`config.mk`:
```
export PLATFORM = sky130hd
export DESIGN_NAME = common_dffram_2w_nr_cv
export DESIGN_NICKNAME = d
export VERILOG_FILES = /design/src/rtl/common_dffram_2w_nr_cv_pkg.sv /design/src/rtl/common_dffram_wmerge.sv /design/src/rtl/common_dffram_2w_nr_cv.sv
export SDC_FILE = /design/constraint.sdc
export NUM_CORES = 1
export LEC_CHECK = 0
export ABC_CLOCK_PERIOD_IN_PS = 6200
export BUFFER_PORTS_ARGS = -buffer_cell sky130_fd_sc_hd__buf_2
export CAP_MARGIN = 5
export CORE_MARGIN = 8
export CORE_UTILIZATION = 35
export DETAILED_ROUTE_END_ITERATION = 16
export PLACE_DENSITY_LB_ADDON = 0.12
export SLEW_MARGIN = 0
export SYNTH_ARGS = -nofsm -noshare
export SYNTH_HDL_FRONTEND = slang
export SYNTH_SLANG_ARGS = --single-unit
```
`constraint.sdc`:
```
create_clock -name clk -period 6.2 [get_ports clk]
set_input_delay 1.24 -clock clk [delete_from_list [all_inputs] [get_ports clk]]
set_output_delay 1.24 -clock clk [all_outputs]
set_load 0.02 [all_outputs]
```
`src/rtl/common_dffram_2w_nr_cv_pkg.sv`:
```
// Mode encodings shared by the DFF RAM and anything that configures it.
package common_dffram_2w_nr_cv_pkg;

   // Read timing
   localparam int RD_COMB = 0;
   localparam int RD_REG  = 1;

   // Read/write collision behaviour
   localparam int WR_READ_FIRST  = 0;
   localparam int WR_WRITE_FIRST = 1;

endpackage

```
`src/rtl/common_dffram_wmerge.sv`:
```
// Per-entry next-state merge for the two write ports of the DFF RAM.
// Port 1 is applied after port 0, so it wins on any bit both ports enable.
module common_dffram_wmerge #(
   parameter int DATA_W = 8
) (
   input  logic [DATA_W-1:0] cur_data,
   input  logic              cur_vld,
   input  logic              hit0,
   input  logic [DATA_W-1:0] be0,
   input  logic [DATA_W-1:0] data0,
   input  logic              hit1,
   input  logic [DATA_W-1:0] be1,
   input  logic [DATA_W-1:0] data1,
   input  logic              clear,
   output logic [DATA_W-1:0] nxt_data,
   output logic              nxt_vld,
   output logic              wr_hit
);

   logic [DATA_W-1:0] msk0;
   logic [DATA_W-1:0] msk1;

   // Bit-enable merge: port 0 first, then port 1; clear loses to any real write
   always_comb begin
      msk0     = hit0 ? be0 : '0;
      msk1     = hit1 ? be1 : '0;
      nxt_data = cur_data;
      nxt_data = (nxt_data & ~msk0) | (data0 & msk0);
      nxt_data = (nxt_data & ~msk1) | (data1 & msk1);
      wr_hit   = (|msk0) | (|msk1);
      nxt_vld  = wr_hit | (cur_vld & ~clear);
   end

endmodule

```
`src/rtl/common_dffram_2w_nr_cv.sv`:
```
// DFF-based RAM: two bit-enabled write ports, N independent read ports,
// per-entry valid bits with flash clear, selectable read timing/forwarding.
module common_dffram_2w_nr_cv
   import common_dffram_2w_nr_cv_pkg::*;
#(
   parameter int RAM_DATA_WIDTH = 8,
   parameter int RAM_ADDR_WIDTH = 3,
   parameter int RAM_READ_PORTS = 2,
   parameter logic [(1<<RAM_ADDR_WIDTH)*RAM_DATA_WIDTH-1:0] RAM_RESET_VALUE = '0,
   parameter int READ_REGISTERED = RD_COMB,
   parameter int WRITE_FORWARD   = WR_READ_FIRST
) (
   input  logic                                   clk,
   input  logic                                   reset,
   input  logic                                   clear,
   input  logic                                   wen0,
   input  logic [RAM_ADDR_WIDTH-1:0]              waddr0,
   input  logic [RAM_DATA_WIDTH-1:0]              wbe0,
   input  logic [RAM_DATA_WIDTH-1:0]              wdata0,
   input  logic                                   wen1,
   input  logic [RAM_ADDR_WIDTH-1:0]              waddr1,
   input  logic [RAM_DATA_WIDTH-1:0]              wbe1,
   input  logic [RAM_DATA_WIDTH-1:0]              wdata1,
   input  logic [RAM_READ_PORTS-1:0]              ren,
   input  logic [RAM_READ_PORTS*RAM_ADDR_WIDTH-1:0] raddr,
   output logic [RAM_READ_PORTS*RAM_DATA_WIDTH-1:0] rdata,
   output logic [RAM_READ_PORTS-1:0]              rvalid
);

   localparam int DEPTH = 1 << RAM_ADDR_WIDTH;
   localparam int DW    = RAM_DATA_WIDTH;
   localparam int AW    = RAM_ADDR_WIDTH;

   logic [DW-1:0]    mem_q [DEPTH];
   logic [DW-1:0]    mem_d [DEPTH];
   logic [DEPTH-1:0] vld_q;
   logic [DEPTH-1:0] vld_d;
   logic [DEPTH-1:0] wr_hit;

   // ---- Write side: merged next state per entry, shared by storage and bypass
   for (genvar i = 0; i < DEPTH; i++) begin : g_entry
      localparam logic [AW-1:0] IDX = AW'(i);
      logic hit0;
      logic hit1;

      assign hit0 = wen0 && (waddr0 == IDX);
      assign hit1 = wen1 && (waddr1 == IDX);

      common_dffram_wmerge #(
         .DATA_W (DW)
      ) u_wmerge (
         .cur_data (mem_q[i]),
         .cur_vld  (vld_q[i]),
         .hit0     (hit0),
         .be0      (wbe0),
         .data0    (wdata0),
         .hit1     (hit1),
         .be1      (wbe1),
         .data1    (wdata1),
         .clear    (clear),
         .nxt_data (mem_d[i]),
         .nxt_vld  (vld_d[i]),
         .wr_hit   (wr_hit[i])
      );

      // Entry storage: loads only when some port actually writes a bit here
      always_ff @(posedge clk or posedge reset) begin
         if (reset) begin
            mem_q[i] <= RAM_RESET_VALUE[DW*i +: DW];
         end else if (wr_hit[i]) begin
            mem_q[i] <= mem_d[i];
         end
      end
   end

   // Valid bits: clear and writes are already folded into vld_d
   always_ff @(posedge clk or posedge reset) begin
      if (reset) begin
         vld_q <= '0;
      end else begin
         vld_q <= vld_d;
      end
   end

   // ---- Read side: one independent mux (and optional register) per port
   for (genvar k = 0; k < RAM_READ_PORTS; k++) begin : g_rd
      logic [AW-1:0] ra;
      logic [DW-1:0] sel_data;
      logic          sel_vld;

      assign ra = raddr[k*AW +: AW];

      // Choose stored state (read-first) or merged next state (write-first)
      always_comb begin
         sel_data = mem_q[ra];
         sel_vld  = vld_q[ra];
         if (WRITE_FORWARD == WR_WRITE_FIRST) begin
            sel_data = mem_d[ra];
            sel_vld  = vld_d[ra];
         end
      end

      if (READ_REGISTERED == RD_REG) begin : g_reg
         logic [DW-1:0] rdata_d;
         logic [DW-1:0] rdata_q;
         logic          rvalid_d;
         logic          rvalid_q;

         // Output register loads on ren, otherwise holds
         always_comb begin
            rdata_d  = rdata_q;
            rvalid_d = rvalid_q;
            if (ren[k]) begin
               rdata_d  = sel_data;
               rvalid_d = sel_vld;
            end
         end

         // Registered read output
         always_ff @(posedge clk or posedge reset) begin
            if (reset) begin
               rdata_q  <= '0;
               rvalid_q <= 1'b0;
            end else begin
               rdata_q  <= rdata_d;
               rvalid_q <= rvalid_d;
            end
         end

         assign rdata[k*DW +: DW] = rdata_q;
         assign rvalid[k]         = rvalid_q;
      end else begin : g_comb
         // Read enable has no meaning for a combinational read port
         logic unused_ren;
         assign unused_ren        = ren[k];
         assign rdata[k*DW +: DW] = sel_data;
         assign rvalid[k]         = sel_vld;
      end
   end

endmodule

```
==> out/results.tsv <==
stage	metric	value	unit
route	drt pass-1 iters	6	
global_routing	GR Layer Usage met1	27.3	%
clocking	Root Driver	clkbuf_16	
floorplanning	area of the core	0.0143	mm^2
global_routing	met2 usage	30.1	%
timing	RSZ-0062 raised after global routing	false	
timing	max-slew violations	0	
floorplanning	I/O Pins	69	
pwr	VDD IR max	0.133	mV
clocking	Hold Buf Count CTS	0	
route	Post-route DRC	0	
global_routing	GRT Overall Usage	19.6	%
timing	fmax	0.243	GHz
placed_design	gpl congestion	0.816	
yosys	Synth Register Bits	72	
yosys	synth warn	0	
pwr	PD cells	296	mW/mm^2
setup_path	Critical Path End Type	output pin	
placed_design	DP Wirelength	11.2	mm
timing	worst hold slack	0.568	ns
global_routing	most used routing layer	met2	
clocking	CTS tree	done	
setup_path	Worst EP required	4.96	ns
yosys	Syn Nets	518	
setup_path	CP arrival	2.87	ns
yosys	synthesized area	0.00505	mm^2
route	DRT iter0 DRCs	448	
timing	worst slew pin tran	1.12	ns
clocking	Num CTS Buffers	9	
clocking	clk sink count	72	
yosys	post-synthesis sequential area ratio	35.7	%
floorplanning	initial core utilization	35.3	%
clocking	CTS H-tree depth	3	
global_routing	largest net degree at the start of global routing	73	
finish	ratio of cells with drive above 1 in the final layout	29.9	%
run_status	status	finished clean	
placed_design	Setup WS pre-CTS	2.07	ns
clocking	setup repair bufs after CTS	0	
timing	period utilisation layout	66.3	%
global_routing	first-pass GRT wire length	26.6	mm
timing	Final Critical Period	4.11	ns
setup_path	startpoint types	primary input	
min_path	worst hold-check path type	register to register	
yosys	synthesized instance count	467	
yosys	Async SR Flop Fraction	100	%
clocking	CTS resizes	0	
yosys	cell taking the most area after synthesis	dfrtp_1	
route	WL/cell	26.8	um
route	Vias	4333	
flow_run	max-cap violation count	0	
yosys	most frequent cell after synthesis	a22oi_1	
finish	final core utilization	38.8	%
yosys	commonest cells in the netlist	a22oi_1 (128), dfrtp_1 (72), o21ai_0 (63), mux4_2 (36), buf_2 (35)	
route	Final ANT Viol Nets	0	
clocking	clock slew at the register clock pins of the worst setup and hold paths	0.05	ns
timing	Final setup viols	0	
clocking	clock tree buffer depth	2	
timing	final worst-path setup slack	2.09	ns
yosys	ranking of synthesized cells by area	dfrtp_1 (36%), a22oi_1 (19%), mux4_2 (16%)	
route	routed wire length	17.8	mm
timing	Fin Clk Skew	0	ns
yosys	Synth Flop Type	dfrtp_1	
global_routing	initial antenna violation count	0	
global_routing	vias in the first global route	4289	
floorplanning	Die ar.	0.0185	mm^2
placed_design	PortBufs	66	
finish	antenna fix cells	0	
pwr	overall power	1640	uW
yosys	synthesized area per cell	10.8	um^2
yosys	share of the synthesized area in the top cell type	35.7	%
global_routing	total grt overflow	0	
timing	Max-slew headroom	25.1	%
floorplanning	Cell Rows	44	
floorplanning	Die H	136	um
finish	area grow syn2layout	9.86	%
setup_path	critical path peak fanout	18	
finish	Final #Nets	528	
timing	setup TNS	0	ns
global_routing	met3 GRT Util	3.14	%
yosys	EDFF count, synth	0	
pwr	Leak	0.00218	uW
yosys	Cell variety after synth	29	
timing	Hold Vio Cnt, Final	0	
setup_path	kind of critical path	primary input to output pin	
floorplanning	Die X	136	um
route	Via-to-Cell Ratio	6.51	
clocking	clk_lat worst skew	0.35	ns
## through the flow
stage          std cells  area, um^2
2_1_floorplan        467        5050
3_3_place_gp         650        5260
3_5_place_dp         650        5260
4_1_cts              666        5550
5_1_grt              666        5550
6_report             666        5550
## critical path, stage by stage
cell,delay (ns)
buf_2,0.57
mux4_2,0.60
mux2_2,0.28
buf_2,0.16
## placed cells by master (no fill, tap or decap), drive strengths merged
master / Yosys / final
a22oi: 128 / 128
o21ai: 74 / 74
dfrtp: 72 / 72
buf: 59 / 68
mux4: 36 / 36
inv: 17 / 17
mux2: 16 / 16
clkbuf: 10 / 13
nor2b: 8 / 8
o221ai: 8 / 8
and2: 8 / 8
and4b: 6 / 6
and4bb: 5 / 5
or4: 4 / 4
nand4b: 3 / 3
nand4bb: 3 / 3
clkinv: 0 / 3
and4: 2 / 2
nor4b: 2 / 2
nand2: 2 / 2
nand4: 1 / 1
nor4bb: 1 / 1
or4b: 1 / 1
nor2: 1 / 1
## kinds of logic (layout without fill, tap and decap cells)
family | count (synthesis) | count (layout) | synth area share (%)
flops | 72 | 72 | 35.7
compound gates | 210 | 210 | 27.7
simple gates | 47 | 47 | 8.22
buf+inv | 86 | 101 | 8.74
mux | 52 | 52 | 19.6
## area by class of cell
class,count,area (um^2)
fill,1445,8760
inverter,17,63.8
tap,184,230
timing repair buffer,68,345
clock inverter,3,15.0
sequential,72,1800
multi-input combinational,309,2820
clock buffer,13,270
## report_power, final
part           switching, uW  internal, uW
clock network            208           302
logic                    242           235
registers               74.6           581
## final timing paths
path,end,startpoint,slack [ns],cells after the start
worst max register to register,register,register,5.41,2
max in group asynchronous,async pin,reset,4.33,3
min in group asynchronous,vld_q[0],reset,1.19,3
worst max-delay path,rdata[13],raddr[3],2.09,4
worst min register to register,register,register,0.57,2
worst min-delay path,register,register,0.57,2
## routing by layer
layer,share of wire (%),vias to the layer above,routed length (um)
met5,0,-,0
met4,1.8,0,314
met3,6.8,21,1210
met2,46,197,8300
met1,45,2219,8020
li1,-,1896,-
Note: power is estimated with default switching activity, not from simulation.
